===== config.mk =====
export PLATFORM = sky130hd
export DESIGN_NAME = axi4_dpram_ctrl_flat
export DESIGN_NICKNAME = d
export VERILOG_FILES = /design/src/rtl/axi4_dpram_ctrl_pkg.sv /design/src/rtl/axi4_dpram_ctrl_if.sv /design/src/rtl/axi4_dpram_ctrl_rd_ret_fifo.sv /design/src/rtl/axi4_dpram_ctrl.sv /design/src/flat_wrapper.sv
export SDC_FILE = /design/constraint.sdc
export NUM_CORES = 1
export LEC_CHECK = 0
export ABC_AREA = 1
export CORE_ASPECT_RATIO = 1.1
export CORE_UTILIZATION = 47
export CTS_CLUSTER_DIAMETER = 80
export DETAILED_ROUTE_END_ITERATION = 10
export PLACE_DENSITY_LB_ADDON = 0.3
export SYNTH_ARGS = -nofsm -noshare
export SYNTH_HDL_FRONTEND = slang
export SYNTH_HIERARCHICAL = 1
export SYNTH_SLANG_ARGS = --single-unit

===== constraint.sdc =====
create_clock -name clk -period 9 [get_ports clk]
set_input_delay 1.8 -clock clk [delete_from_list [all_inputs] [get_ports clk]]
set_output_delay 1.8 -clock clk [all_outputs]
set_load 0.05 [all_outputs]

===== src/rtl/axi4_dpram_ctrl_pkg.sv =====
// Shared encodings and types for the AXI4 dpram64 front end.
package axi4_dpram_pkg;

  localparam logic [1:0] BURST_FIXED = 2'b00;
  localparam logic [1:0] BURST_INCR  = 2'b01;
  localparam logic [1:0] BURST_WRAP  = 2'b10;

  localparam logic [1:0] RESP_OKAY = 2'b00;

  localparam int RD_FIFO_DEPTH = 4;

  typedef enum logic [1:0] {
    W_IDLE,
    W_DATA,
    W_RESP
  } wr_state_t;

  typedef enum logic {
    R_IDLE,
    R_BURST
  } rd_state_t;

endpackage


===== src/rtl/axi4_dpram_ctrl_if.sv =====
// AXI4 bus bundle between the SoC interconnect (master) and the dpram controller (slave).
interface axi4_dpram_ctrl_if #(
  parameter int AW   = 16,
  parameter int ID_W = 4
);
  logic [ID_W-1:0] awid;
  logic [AW-1:0]   awaddr;
  logic [7:0]      awlen;
  logic [2:0]      awsize;
  logic [1:0]      awburst;
  logic            awvalid;
  logic            awready;

  logic [63:0]     wdata;
  logic [7:0]      wstrb;
  logic            wlast;
  logic            wvalid;
  logic            wready;

  logic [ID_W-1:0] bid;
  logic [1:0]      bresp;
  logic            bvalid;
  logic            bready;

  logic [ID_W-1:0] arid;
  logic [AW-1:0]   araddr;
  logic [7:0]      arlen;
  logic [2:0]      arsize;
  logic [1:0]      arburst;
  logic            arvalid;
  logic            arready;

  logic [ID_W-1:0] rid;
  logic [63:0]     rdata;
  logic [1:0]      rresp;
  logic            rlast;
  logic            rvalid;
  logic            rready;

  modport master (
    output awid, awaddr, awlen, awsize, awburst, awvalid,
    input  awready,
    output wdata, wstrb, wlast, wvalid,
    input  wready,
    input  bid, bresp, bvalid,
    output bready,
    output arid, araddr, arlen, arsize, arburst, arvalid,
    input  arready,
    input  rid, rdata, rresp, rlast, rvalid,
    output rready
  );

  modport slave (
    input  awid, awaddr, awlen, awsize, awburst, awvalid,
    output awready,
    input  wdata, wstrb, wlast, wvalid,
    output wready,
    output bid, bresp, bvalid,
    input  bready,
    input  arid, araddr, arlen, arsize, arburst, arvalid,
    output arready,
    output rid, rdata, rresp, rlast, rvalid,
    input  rready
  );

endinterface


===== src/rtl/axi4_dpram_ctrl_rd_ret_fifo.sv =====
// Read return buffer: DEPTH x W synchronous FIFO, head visible combinationally.
// Latency: push to non-empty 1 cycle; push while full and pop while empty are ignored.
module rd_ret_fifo
  import axi4_dpram_pkg::*;
#(
  parameter  int DEPTH = RD_FIFO_DEPTH,
  parameter  int W     = 65,
  localparam int PW    = $clog2(DEPTH),
  localparam int CW    = PW + 1
) (
  input  logic          clk,
  input  logic          rst,
  input  logic          push,
  input  logic [W-1:0]  din,
  input  logic          pop,
  output logic [W-1:0]  dout,
  output logic [CW-1:0] count,
  output logic          full,
  output logic          empty
);

  logic [W-1:0]  mem [DEPTH];
  logic [PW-1:0] wr_ptr;
  logic [PW-1:0] rd_ptr;
  logic          do_push;
  logic          do_pop;

  assign full    = (count == CW'(DEPTH));
  assign empty   = (count == '0);
  assign do_push = push && !full;
  assign do_pop  = pop && !empty;
  assign dout    = mem[rd_ptr];

  always_ff @(posedge clk or posedge rst) begin
    if (rst) begin
      wr_ptr <= '0;
      rd_ptr <= '0;
      count  <= '0;
      for (int i = 0; i < DEPTH; i++) mem[i] <= '0;
    end else begin
      if (do_push) begin
        mem[wr_ptr] <= din;
        wr_ptr      <= wr_ptr + 1'b1;
      end
      if (do_pop) rd_ptr <= rd_ptr + 1'b1;
      case ({do_push, do_pop})
        2'b10:   count <= count + 1'b1;
        2'b01:   count <= count - 1'b1;
        default: count <= count;
      endcase
    end
  end

endmodule


===== src/rtl/axi4_dpram_ctrl.sv =====
// AXI4 slave front end for dpram64: bursts to byte-enabled RAM writes / registered reads.
// Latency: write beat to RAM same cycle, AR to RVALID 3 cycles; RREADY backpressure absorbed by a 4-entry return FIFO.
module axi4_dpram_ctrl
  import axi4_dpram_pkg::*;
#(
  parameter  int SIZE = 65536,
  parameter  int ID_W = 4,
  localparam int AW   = $clog2(SIZE)
) (
  input  logic             clk,
  input  logic             rst,
  axi4_dpram_ctrl_if.slave axi,
  output logic [7:0]       ram_we,
  output logic [63:0]      ram_din,
  output logic [AW-1:0]    ram_waddr,
  output logic [AW-1:0]    ram_raddr,
  input  logic [63:0]      ram_dout
);

  localparam int FCW = $clog2(RD_FIFO_DEPTH) + 1;

  // Holds both address readies low until the first clock after reset release.
  logic rdy_en_q;

  always_ff @(posedge clk or posedge rst) begin
    if (rst) rdy_en_q <= 1'b0;
    else     rdy_en_q <= 1'b1;
  end

  // ---------------- write engine ----------------
  wr_state_t       wr_state_q, wr_state_d;
  logic [AW-1:0]   wr_addr_q;
  logic [1:0]      wr_burst_q;
  logic [ID_W-1:0] bid_q;
  logic            aw_hs, w_hs, b_hs;

  assign aw_hs = axi.awvalid && axi.awready;
  assign w_hs  = axi.wvalid && axi.wready;
  assign b_hs  = axi.bvalid && axi.bready;

  always_ff @(posedge clk or posedge rst) begin
    if (rst) wr_state_q <= W_IDLE;
    else     wr_state_q <= wr_state_d;
  end

  always_comb begin
    wr_state_d = wr_state_q;
    case (wr_state_q)
      W_IDLE:  if (aw_hs) wr_state_d = W_DATA;
      W_DATA:  if (w_hs && axi.wlast) wr_state_d = W_RESP;
      W_RESP:  if (b_hs) wr_state_d = W_IDLE;
      default: wr_state_d = W_IDLE;
    endcase
  end

  always_comb begin
    axi.awready = rdy_en_q && (wr_state_q == W_IDLE);
    axi.wready  = (wr_state_q == W_DATA);
    axi.bvalid  = (wr_state_q == W_RESP);
  end

  always_ff @(posedge clk or posedge rst) begin
    if (rst) begin
      wr_addr_q  <= '0;
      wr_burst_q <= BURST_FIXED;
      bid_q      <= '0;
    end else if (aw_hs) begin
      wr_addr_q  <= {axi.awaddr[AW-1:3], 3'b000};
      wr_burst_q <= axi.awburst;
      bid_q      <= axi.awid;
    end else if (w_hs && (wr_burst_q != BURST_FIXED)) begin
      wr_addr_q  <= wr_addr_q + AW'(8);
    end
  end

  assign ram_we    = w_hs ? axi.wstrb : 8'h00;
  assign ram_din   = w_hs ? axi.wdata : 64'h0;
  assign ram_waddr = wr_addr_q;
  assign axi.bid   = bid_q;
  assign axi.bresp = RESP_OKAY;

  // ---------------- read engine ----------------
  rd_state_t       rd_state_q, rd_state_d;
  logic [AW-1:0]   rd_addr_q;
  logic [AW-1:0]   raddr_hold_q;
  logic [1:0]      rd_burst_q;
  logic [ID_W-1:0] rid_q;
  logic [8:0]      rd_left_q;
  logic            pend_q, pend_last_q;
  logic [FCW-1:0]  fifo_count;
  logic            fifo_full, fifo_empty;
  logic [64:0]     fifo_dout;
  logic            ar_hs, issue, pop;

  assign ar_hs = axi.arvalid && axi.arready;
  assign pop   = axi.rvalid && axi.rready;
  // A beat in flight through the RAM counts against FIFO space so it can always be pushed.
  assign issue = (rd_state_q == R_BURST) && (rd_left_q != 9'd0) && !fifo_full &&
                 ((fifo_count + FCW'(pend_q)) < FCW'(RD_FIFO_DEPTH));

  always_ff @(posedge clk or posedge rst) begin
    if (rst) rd_state_q <= R_IDLE;
    else     rd_state_q <= rd_state_d;
  end

  always_comb begin
    rd_state_d = rd_state_q;
    case (rd_state_q)
      R_IDLE:  if (ar_hs) rd_state_d = R_BURST;
      R_BURST: if (pop && fifo_dout[0]) rd_state_d = R_IDLE;
      default: rd_state_d = R_IDLE;
    endcase
  end

  always_comb begin
    axi.arready = rdy_en_q && (rd_state_q == R_IDLE);
    axi.rvalid  = !fifo_empty;
  end

  always_ff @(posedge clk or posedge rst) begin
    if (rst) begin
      rd_addr_q    <= '0;
      raddr_hold_q <= '0;
      rd_burst_q   <= BURST_FIXED;
      rid_q        <= '0;
      rd_left_q    <= '0;
      pend_q       <= 1'b0;
      pend_last_q  <= 1'b0;
    end else begin
      pend_q      <= issue;
      pend_last_q <= issue && (rd_left_q == 9'd1);
      if (ar_hs) begin
        rd_addr_q  <= {axi.araddr[AW-1:3], 3'b000};
        rd_burst_q <= axi.arburst;
        rid_q      <= axi.arid;
        rd_left_q  <= {1'b0, axi.arlen} + 9'd1;
      end else if (issue) begin
        raddr_hold_q <= rd_addr_q;
        rd_left_q    <= rd_left_q - 9'd1;
        if (rd_burst_q != BURST_FIXED) rd_addr_q <= rd_addr_q + AW'(8);
      end
    end
  end

  assign ram_raddr = issue ? rd_addr_q : raddr_hold_q;

  rd_ret_fifo #(
    .DEPTH (RD_FIFO_DEPTH),
    .W     (65)
  ) u_rd_ret_fifo (
    .clk   (clk),
    .rst   (rst),
    .push  (pend_q),
    .din   ({ram_dout, pend_last_q}),
    .pop   (pop),
    .dout  (fifo_dout),
    .count (fifo_count),
    .full  (fifo_full),
    .empty (fifo_empty)
  );

  assign axi.rdata = fifo_dout[64:1];
  assign axi.rlast = fifo_dout[0];
  assign axi.rid   = rid_q;
  assign axi.rresp = RESP_OKAY;

  // Beat size and length on AW, plus sub-word address bits, have no effect on this RAM.
  logic unused_inputs;
  assign unused_inputs = ^{axi.awlen, axi.awsize, axi.arsize, axi.awaddr[2:0], axi.araddr[2:0]};

endmodule


===== src/flat_wrapper.sv =====
// flat-port wrapper written by rule: the top's interface ports become plain ports
module axi4_dpram_ctrl_flat import axi4_dpram_pkg::*;
#(
  parameter  int SIZE = 65536,
  parameter  int ID_W = 4,
  localparam int AW   = $clog2(SIZE)
)
  (clk, rst, ram_we, ram_din, ram_waddr, ram_raddr, ram_dout, axi_awid, axi_awaddr, axi_awlen, axi_awsize, axi_awburst, axi_awvalid, axi_awready, axi_wdata, axi_wstrb, axi_wlast, axi_wvalid, axi_wready, axi_bid, axi_bresp, axi_bvalid, axi_bready, axi_arid, axi_araddr, axi_arlen, axi_arsize, axi_arburst, axi_arvalid, axi_arready, axi_rid, axi_rdata, axi_rresp, axi_rlast, axi_rvalid, axi_rready);
  axi4_dpram_ctrl_if #(.AW((16)), .ID_W(ID_W)) axi_i ();
  input  logic clk;
  input  logic rst;
  output logic [7:0] ram_we;
  output logic [63:0] ram_din;
  output logic [AW-1:0] ram_waddr;
  output logic [AW-1:0] ram_raddr;
  input  logic [63:0] ram_dout;
  input wire logic [$bits(axi_i.awid)-1:0] axi_awid;
  input wire logic [$bits(axi_i.awaddr)-1:0] axi_awaddr;
  input wire logic [$bits(axi_i.awlen)-1:0] axi_awlen;
  input wire logic [$bits(axi_i.awsize)-1:0] axi_awsize;
  input wire logic [$bits(axi_i.awburst)-1:0] axi_awburst;
  input wire logic [$bits(axi_i.awvalid)-1:0] axi_awvalid;
  output wire logic [$bits(axi_i.awready)-1:0] axi_awready;
  input wire logic [$bits(axi_i.wdata)-1:0] axi_wdata;
  input wire logic [$bits(axi_i.wstrb)-1:0] axi_wstrb;
  input wire logic [$bits(axi_i.wlast)-1:0] axi_wlast;
  input wire logic [$bits(axi_i.wvalid)-1:0] axi_wvalid;
  output wire logic [$bits(axi_i.wready)-1:0] axi_wready;
  output wire logic [$bits(axi_i.bid)-1:0] axi_bid;
  output wire logic [$bits(axi_i.bresp)-1:0] axi_bresp;
  output wire logic [$bits(axi_i.bvalid)-1:0] axi_bvalid;
  input wire logic [$bits(axi_i.bready)-1:0] axi_bready;
  input wire logic [$bits(axi_i.arid)-1:0] axi_arid;
  input wire logic [$bits(axi_i.araddr)-1:0] axi_araddr;
  input wire logic [$bits(axi_i.arlen)-1:0] axi_arlen;
  input wire logic [$bits(axi_i.arsize)-1:0] axi_arsize;
  input wire logic [$bits(axi_i.arburst)-1:0] axi_arburst;
  input wire logic [$bits(axi_i.arvalid)-1:0] axi_arvalid;
  output wire logic [$bits(axi_i.arready)-1:0] axi_arready;
  output wire logic [$bits(axi_i.rid)-1:0] axi_rid;
  output wire logic [$bits(axi_i.rdata)-1:0] axi_rdata;
  output wire logic [$bits(axi_i.rresp)-1:0] axi_rresp;
  output wire logic [$bits(axi_i.rlast)-1:0] axi_rlast;
  output wire logic [$bits(axi_i.rvalid)-1:0] axi_rvalid;
  input wire logic [$bits(axi_i.rready)-1:0] axi_rready;
  assign axi_i.awid = axi_awid;
  assign axi_i.awaddr = axi_awaddr;
  assign axi_i.awlen = axi_awlen;
  assign axi_i.awsize = axi_awsize;
  assign axi_i.awburst = axi_awburst;
  assign axi_i.awvalid = axi_awvalid;
  assign axi_awready = axi_i.awready;
  assign axi_i.wdata = axi_wdata;
  assign axi_i.wstrb = axi_wstrb;
  assign axi_i.wlast = axi_wlast;
  assign axi_i.wvalid = axi_wvalid;
  assign axi_wready = axi_i.wready;
  assign axi_bid = axi_i.bid;
  assign axi_bresp = axi_i.bresp;
  assign axi_bvalid = axi_i.bvalid;
  assign axi_i.bready = axi_bready;
  assign axi_i.arid = axi_arid;
  assign axi_i.araddr = axi_araddr;
  assign axi_i.arlen = axi_arlen;
  assign axi_i.arsize = axi_arsize;
  assign axi_i.arburst = axi_arburst;
  assign axi_i.arvalid = axi_arvalid;
  assign axi_arready = axi_i.arready;
  assign axi_rid = axi_i.rid;
  assign axi_rdata = axi_i.rdata;
  assign axi_rresp = axi_i.rresp;
  assign axi_rlast = axi_i.rlast;
  assign axi_rvalid = axi_i.rvalid;
  assign axi_i.rready = axi_rready;
  axi4_dpram_ctrl #(.SIZE(SIZE), .ID_W(ID_W)) u_core (.clk(clk), .rst(rst), .axi(axi_i), .ram_we(ram_we), .ram_din(ram_din), .ram_waddr(ram_waddr), .ram_raddr(ram_raddr), .ram_dout(ram_dout));
endmodule

# --- Yosys cells after proc, flatten, opt, wreduce, memory -nomap -nowiden ---
# Cells that the tools add are included.
# Widths: inputs -> output; s select.
op_classes:
  n_addsub: 9
  magnitude_cmp: 4
  n_eq_ne: 9
  muxes: 24
  bitwise: 3
  n_reduce_logical: 30
ops:
  columns: ["cell", "count"]
  rows:
  - ["$bwmux 260", 1]
  - ["$mux 65", 3]
  - ["$bmux 65 s2", 1]
  - ["$demux 65 s2", 1]
  - ["$mux 16", 6]
  - ["$mux 64", 1]
  - ["$add 16x4->16 const B", 2]
  - ["$mux 9", 2]
  - ["$logic_and 1x1->1", 17]
  - ["$reduce_bool 2->1", 6]
  - ["$add 8x1->9 const B", 1]
  - ["$eq 9x1->1 const B", 1]
  - ["$reduce_bool 9->1", 1]
  - ["$sub 9x1->9 const B", 1]
  - ["$mux 8", 1]
  - ["$ge 3x3->1 const B", 2]
  - ["$mux 2", 3]
  - ["$not 2->3", 2]
  - ["$pmux 2 s3", 1]
  - ["$pmux 3 s2", 1]
  - ["$add 2x1->2 const B", 2]
  - ["$eq 2x1->1 const B", 2]
  - ["$eq 2x2->1 const B", 2]
  - ["$ne 2x2->1 const B", 2]
  - ["other kinds (15)", 17]
totals:
  reg_bits: 342
  inputBits: 210
  output_inout_bits: 186
  word_cells: 99

# --- Longest topological paths before layout ---
# Gate-level depths: netlist (run 1).
logic_depth:
  depth_word: 7
  ltp_mapped: 14

# --- Modules after synthesis ---
# Netlist (run 1), hierarchy kept.
by_module_without_submodules:
  columns: ["module", "instances", "cells_each", "area_each_um2", "seq_area_each_um2"]
  rows:
  - ["rd_ret_fifo", 1, 1648, 13118.8, 6681.4]
  - ["axi4_dpram_ctrl", 1, 740, 4800.9, 1726.7]

# --- Worst setup path after synthesis (run 1) ---
# OpenSTA, ideal clock, no wires.
synth_timing:
  kind: "in2out"
  start: "input axi_wvalid"
  end: "output ram_din[10]"
  t_arrival_ns: 2.897
  setup_slack_ns: 4.303
  stages: 4
  path_buffers: 2
  cell_sequence: "nand2_1 > buf_2 > buf_1 > nor2_1"
synth_via:
  elab_chain_cells: 2
synth_lines:
  columns: ["element", "line_no", "text"]
  rows:
  - ["from (decl)", "flat_wrapper.sv:27", "input wire logic [$bits(axi_i.wvalid)-1:0] axi_wvalid;"]
  - ["$logic_and 1x1->1", "axi4_dpram_ctrl.sv:38", "assign w_hs = axi.wvalid && axi.wready;"]
  - ["$mux 64", "axi4_dpram_ctrl.sv:77", "assign ram_din = w_hs ? axi.wdata : 64'h0;"]
  - ["to (decl)", "flat_wrapper.sv:13", "output logic [63:0] ram_din;"]
# No other way between the ends.

# --- Final worst setup path (run 1) ---
layout_timing:
  start: "register u_core.u_rd_ret_fifo.rd_ptr[0]"
  end: "output axi_rdata[56]"
layout_via:
  elab_chain_cells: 4
layout_lines:
  columns: ["element", "line_no", "text"]
  rows:
  - ["from (decl)", "axi4_dpram_ctrl_rd_ret_fifo.sv:24", "logic [PW-1:0] rd_ptr;"]
  - ["from (signal assigned)", "axi4_dpram_ctrl_rd_ret_fifo.sv:45", "if (do_pop) rd_ptr <= rd_ptr + 1'b1;"]
  - ["$not 2->3 (implied by the code)", "axi4_dpram_ctrl_rd_ret_fifo.sv:32", "assign dout = mem[rd_ptr];"]
  - ["$bmux 65 s2", "axi4_dpram_ctrl_rd_ret_fifo.sv:32", null]
  - ["$mux 65 (implied by the code) (2 in a row)", "axi4_dpram_ctrl_rd_ret_fifo.sv:32", null]
  - ["to (decl)", "flat_wrapper.sv:41", "output wire logic [$bits(axi_i.rdata)-1:0] axi_rdata;"]
# No other way between the ends. The select of a mux whose other input is x is not followed.

==> reports/results.ini, run 1 <==
[status]
status=finished, final reports clean

[global_routing]
grt_pass1_vias=16960
grt_util_met1=0.3435
grt_max_degree=182
antenna_found_initial=5
track_usage=0.2823
grt_use_met3=0.05123
grt_overflow=0
grt_pass1_wl_um=88360
grt_util_met2=0.4972
busiest_layer=met2

[critical_path]
path_class=register to primary output
r2r_cells=6
cp.required_ps=7200
cp.arrival_ps=4270
worst_setup_path_end_kind=primary output
crit_fanout=82
start_kind=register

[routing]
vias=17260
viasPerCell=5.480
first_pass_iters=5
first_iter_violations=1578
wl_per_cell_um=17.52
remaining_drc_errors=0
routed_wirelength_um=55180
ant_nets=0

[sta]
fin_skew_ps=17.65
setup_viol=0
final.period_utilization=0.6746
slew_headroom=0.1884
hold_violations=0
fmax_mhz=164.7
tightest_slew_ps=1217
tns_ps=0
finalMaxSlewViolations=0
rsz0062_at_grt=false
post-route-min-period_ps=6071

[power_and_ir_drop]
p_sw_mw=4.867
p_leak_nw=11.06
powerDensity_nw_per_um2=424.3
power_mw=9.571
p_int_mw=4.704
clock_power_share=0.158
pwr-share-comb=0.554
irDropWorstVdd_v=0.0002607
swShare=0.5085
pwr-share-seq=0.288

[synth]
synth_area_leaders=dfrtp_1 (47%), nand2_1 (16%), nand4_1 (9.5%)
ys_warn_count=6
yosysTopAreaCell=dfrtp_1
synth_seq_cells=336
ys_seq_area_frac=0.4692
synthDistinctLibCells=39
syn_inst=2388
synth_area_sq_um=17920
ys_async_sr_fraction=1.000
synth_ff_type=dfrtp_1
synth_top_area_frac=0.4692
synth_edf_count=0
avgSynthCellArea_sq_um=7.504

[floorplanning]
die_area_sq_um=38910
dieWidth_um=188.2
initial_core_util=0.4802
placementRows=74
io_pins=396
core_area_sq_um=37310
dieHeight_um=206.8

[worst_hold_path]
hold_path.class=register to register
holdPathStages=2

[placed_design]
place_area_sq_um=21330
gp_congestion=0.8980
dp_hpwl_um=31800
io_buffers=368
place_inst=3078

[layout]
fin_cells=3149
area_delta_synth_final_pct=25.88
drive_gt1_frac=0.04868
layout.nets=2846
fin_area_sq_um=22560

[clock_network]
post_cts_resized=0
tritoncts.num_buffers=38
clkTransAtPathRegs_ps=60
htreeDepth=2
cts_hold_buf=0
cts_root_buf=clkbuf_16
clkLatencyLatePin_ps=540
postCtsSetupRepairBufs=0
tritoncts=done
max-clock-path-buffers=3
cts.sinks=336

[job]
drv_cap=0

metrics by stage:
| step | setup slack (ps) | utilization | hold slack, ps |
|---|---|---|---|
| floorplan | 3675 | - | 430.8 |
| global placement | 3423 | 0.5717 | 447.4 |
| detailed placement | 3406 | 0.5717 | 452.2 |
| CTS | 2979 | 0.6042 | 467.0 |
| global route | 2736 | 0.6046 | 481.4 |
| finish | 2929 | 0.6046 | 463.1 |
layer usage:
| layer | wire [um] | part of all wire |
|---|---|---|
| met1 | 21350 | 0.39 |
| met4 | 1595 | 0.029 |
| met3 | 4249 | 0.077 |
| met2 | 27980 | 0.51 |
| met5 | 0 | 0 |
registers in the layout, indices dropped and copies added (netlist names):
register	cells
u_core/pend_last_q	1
u_core/pend_q	1
u_core/rd_addr_q	13
u_core/u_rd_ret_fifo/wr_ptr	2
u_core/u_rd_ret_fifo/count	3
u_core/rdy_en_q	1
u_core/u_rd_ret_fifo/mem	260
u_core/axi.rid	4
u_core/rd_burst_q	2
u_core/rd_state_q	1
u_core/wr_state_q	2
u_core/raddr_hold_q	16
u_core/wr_burst_q	2
u_core/u_rd_ret_fifo/rd_ptr	2
u_core/rd_left_q	9
u_core/ram_waddr	13
u_core/axi.bid	4
cells by family (layout without fill, tap and decap cells):
group | count (synthesis) | after routing | synth area share
adders and majority gates | 12 | 12 | 0.008798
other | 2 | 13 | 0.0004191
buffers and inverters | 348 | 604 | 0.09356
AOI/OAI and AO/OA | 260 | 260 | 0.07729
and+or+nand+nor | 1421 | 1421 | 0.3463
DFF | 336 | 336 | 0.4692
xor gates and xnor gates | 9 | 9 | 0.004399
final cells by class:
cell class | instances | area (sq um)
clock buffers | 54 | 1122
clock inverters | 12 | 91.34
multi-input cells | 1710 | 7901
diodes | 5 | 12.51
repair buffers | 383 | 3809
inverters | 155 | 588.1
well taps | 494 | 618.1
fillers | 3245 | 14760
flip-flops and latches | 336 | 8416
cells in the mapped netlist (2+ instances only):
| cell | number |
|---|---|
| nand2_1 | 776 |
| dfrtp_1 | 336 |
| nor2_1 | 297 |
| nand4_1 | 272 |
| o21ai_0 | 195 |
| inv_1 | 146 |
| buf_2 | 89 |
| nand3_1 | 50 |
| buf_4 | 44 |
| o21ai_1 | 40 |
| clkbuf_1 | 28 |
| buf_1 | 20 |
| o21ai_2 | 13 |
| buf_6 | 11 |
| ha_1 | 11 |
| inv_2 | 9 |
| xor2_1 | 6 |
| nor2_2 | 5 |
| nand2_2 | 4 |
| nand3_2 | 4 |
| a31oi_1 | 3 |
| nand2_4 | 3 |
| o211ai_1 | 3 |
| xnor2_1 | 3 |
| a21oi_1 | 2 |
| conb_1 | 2 |
| nor3_1 | 2 |
| o22ai_1 | 2 |
| or2_0 | 2 |
cell usage in the layout, fill, tap and decap left out, types with 4 or more instances in the layout:
master           count
buf_4               14
clkbuf_1             6
clkbuf_16           39
clkbuf_8             9
clkdlybuf4s50_1    368
clkinv_2            11
conb_1               8
dfrtp_1            334
diode_2              5
ha_1                 7
ha_2                 4
inv_1              144
inv_2                8
nand2_1            775
nand2_2              5
nand3_1             50
nand3_4              4
nand4_1            272
nor2_1             297
nor2_2               5
o21ai_0            195
o21ai_1             40
o21ai_2             13
xor2_1               6
power by group through the flow:
stage                     sequential (mW)  combinational (mW)  clock [mW]
after floorplan                      2.72                3.78           0
after CTS                            2.75                5.31        1.54
after global routing                 2.86                5.77        1.61
after global placement               2.73                5.20           0
final                                2.76                5.30        1.51
after detailed placement             2.76                5.28           0
worst max-delay path, cell delays in order, from the launching register on:
cell             delay, ps
dfrtp_4                960
clkinv_2               820
buf_4                  630
o21ai_0                300
o21ai_0                200
clkdlybuf4s50_1        750
path summary, 6_finish.rpt:
| kind | slack, ps | from | endpoint |
|---|---|---|---|
| max in group asynchronous | 6000 | rst | u_core/u_rd_ret_fifo/mem[232] |
| max reg2reg | 5060 | u_core/u_rd_ret_fifo/count[0] | u_core/u_rd_ret_fifo/mem[208] |
| max | 2930 | u_core/u_rd_ret_fifo/rd_ptr[0] | axi_rdata[56] |
| min in group asynchronous | 1640 | rst | u_core/u_rd_ret_fifo/mem[203] |
| min reg2reg | 460 | u_core/raddr_hold_q[1] | u_core/raddr_hold_q[1] |
| min | 460 | u_core/raddr_hold_q[1] | u_core/raddr_hold_q[1] |
Note: power is estimated with default switching activity, not from simulation.
==> run 2: changes to the inputs <==
Settings changed: CORE_UTILIZATION 47 to 52.
Clock period 9 ns to 5.7 ns, I/O delays scaled along.
==> run 2 against run 1 <==
Routed wire length fell by 4.6%. First-iteration DRC count shrank 0.38%. Via count shrank 0.32%. Sequential cell count unchanged. Hold slack got worse by 0.71 ps. Sequential power up 55%. Worst setup slack got worse by 1700 ps. Combinational power grew 58%. Non-clock buffer count grew 7. Critical endpoint is now ram_raddr[4]. Largest power group unchanged.
==> reports/results.ini, run 2 (same netlist as run 1, synthesis figures left out) <==
[status]
status=finished, final reports clean

[global_routing]
antenna_found_initial=6  ; +1
grt_pass1_vias=16780  ; -1.0%
grt_overflow=0  ; unchanged
grt_pass1_wl_um=85060  ; -3.7%
track_usage=0.3001  ; +0.01777
grt_max_degree=137  ; -25%

[sta]
hold_violations=0  ; unchanged
whs_ps=462.4  ; -0.7120 ps
fmax_mhz=222.3
tightest_slew_ps=1187  ; -30.09 ps
finalMaxSlewViolations=0  ; unchanged
setup_slack_ps=1201  ; -1728 ps
slew_headroom=0.2084  ; +0.02006
rsz0062_at_grt=false
final.period_utilization=0.7893
tns_ps=0  ; unchanged
fin_skew_ps=19.26  ; +1.603 ps
setup_viol=0  ; unchanged
post-route-min-period_ps=4499

[layout]
post-route-util=0.6724  ; +0.06788
fin_area_sq_um=22560  ; about the same
top_regs=u_core/u_rd_ret_fifo/mem x260, u_core/raddr_hold_q x16
layout.nets=2853  ; +0.25%
drive_gt1_frac=0.04968  ; +0.001001
final_cell_mix=nand2_1 (775), clkdlybuf4s50_1 (368), dfrtp_1 (334)
layout_commonest_cell=nand2_1
top_register=u_core/u_rd_ret_fifo/mem
area_delta_synth_final_pct=25.88  ; about the same
largest_reg_flops=260  ; unchanged

[job]
drv_cap=0  ; unchanged

[clock_network]
cts_hold_buf=0  ; unchanged
max-clock-path-buffers=3  ; unchanged
tritoncts.num_buffers=38  ; unchanged
postCtsSetupRepairBufs=0  ; unchanged
cts.sinks=336  ; unchanged
post_cts_resized=0  ; unchanged
clkTransAtPathRegs_ps=50  ; about the same
cts_root_buf=clkbuf_16
clkLatencyLatePin_ps=520  ; -20 ps
tritoncts=done
htreeDepth=2  ; unchanged

[routing]
remaining_drc_errors=0  ; unchanged
viasPerCell=5.565  ; +1.5%
wl_per_cell_um=17.02  ; -2.8%
ant_nets=0  ; unchanged
first_pass_iters=6  ; +1
routed_wirelength_um=52620  ; -4.6%
first_iter_violations=1572  ; -0.38%
vias=17200  ; -0.32%

[floorplanning]
dieWidth_um=179.0  ; -4.9%
placementRows=70  ; -5.4%
io_pins=396  ; unchanged
dieHeight_um=196.7  ; -4.9%
initial_core_util=0.5342  ; +0.05395
die_area_sq_um=35210  ; -9.5%
core_area_sq_um=33540  ; -10%

[placed_design]
dp_slack_ps=1371  ; -2034 ps
dp_hpwl_um=30840  ; -3.0%
place_area_sq_um=21310  ; -0.11%
gp_congestion=0.8305  ; -7.5%
io_buffers=368  ; unchanged

[power_and_ir_drop]
irDropWorstVdd_v=0.0003801  ; +46%
powerDensity_nw_per_um2=669.7  ; +58%
p_leak_nw=11.10  ; +0.37%

[critical_path]
cp.required_ps=4560  ; -2640 ps
worst_setup_path_end_kind=primary output
crit_fanout=58  ; -29%
cp.arrival_ps=3360  ; -910 ps
path_class=register to primary output
start_kind=register

[worst_hold_path]
hold_path.class=register to register

[run 2: cell types whose count changed in the layout (fill, tap and decap cells not counted), moves of 3 or more]
cell | previous run | this run
diode_2 | 5 | 2
buf_4 | 14 | 19
nand3_4 | 4 | 1
clkinv_2 | 11 | 5
nand3_2 | 1 | 4
clkbuf_1 | 6 | 10
[run 2: layout make-up]
type | count | area, sq um
Inverter | 155 | 588.1
Clock inverter | 7 | 91.34
Clock buffer | 59 | 1151
Antenna cell | 2 | 5.005
Fill cell | 2766 | 10990
Multi-Input combinational cell | 1710 | 7879
Sequential cell | 336 | 8416
Timing Repair Buffer | 390 | 3886
Tap cell | 432 | 540.5
[run 2: final timing paths]
check                                             startpoint                       endpoint  slack, ps  cells past startpoint
worst min-delay path            u_core/u_rd_ret_fifo/mem[22]   u_core/u_rd_ret_fifo/mem[22]        460                      2
worst max-delay path                           u_core/pend_q                   ram_raddr[4]       1200                      7
worst max register to register                 u_core/pend_q   u_core/u_rd_ret_fifo/mem[64]       2490                      4
worst min register to register  u_core/u_rd_ret_fifo/mem[22]   u_core/u_rd_ret_fifo/mem[22]        460                      2
min in group asynchronous                                rst  u_core/u_rd_ret_fifo/mem[196]       1230                      3
max in group asynchronous                                rst                  u_core/pend_q       3490                      3
[run 2: critical path, stage by stage, from the launching register on]
cell and delay, ps:
dfrtp_4 840, nand4_1 170, nand2_1 140, nand3_4 430
inv_2 240, nand2_1 90, nand2_1 110, clkdlybuf4s50_1 820
[run 2: per-layer routing]
metal,vias up,GRT usage,routed length [um]
met5,-,0,54
met4,8,0.09730,1299
met3,101,0.05517,4191
met2,687,0.5002,25760
met1,8132,0.3926,21320
li1,8272,-,-
[run 2: metrics by stage]
step / power (mW) / cells
detailed placement: 12.66 / 3023
global route: 16.12 / 3091
CTS: 15.15 / 3089
global placement: 12.45 / 3023
floorplan: 10.25 / 2394
finish: 15.11 / 3091
[run 2: power by group]
| group | internal [mW] | total (mW) | switching, mW |
|---|---|---|---|
| clock network | 1.47 | 2.42 | 0.942 |
| logic | 2.49 | 8.40 | 5.91 |
| registers | 3.54 | 4.29 | 0.747 |
| total | 7.50 | 15.1 | 7.60 |
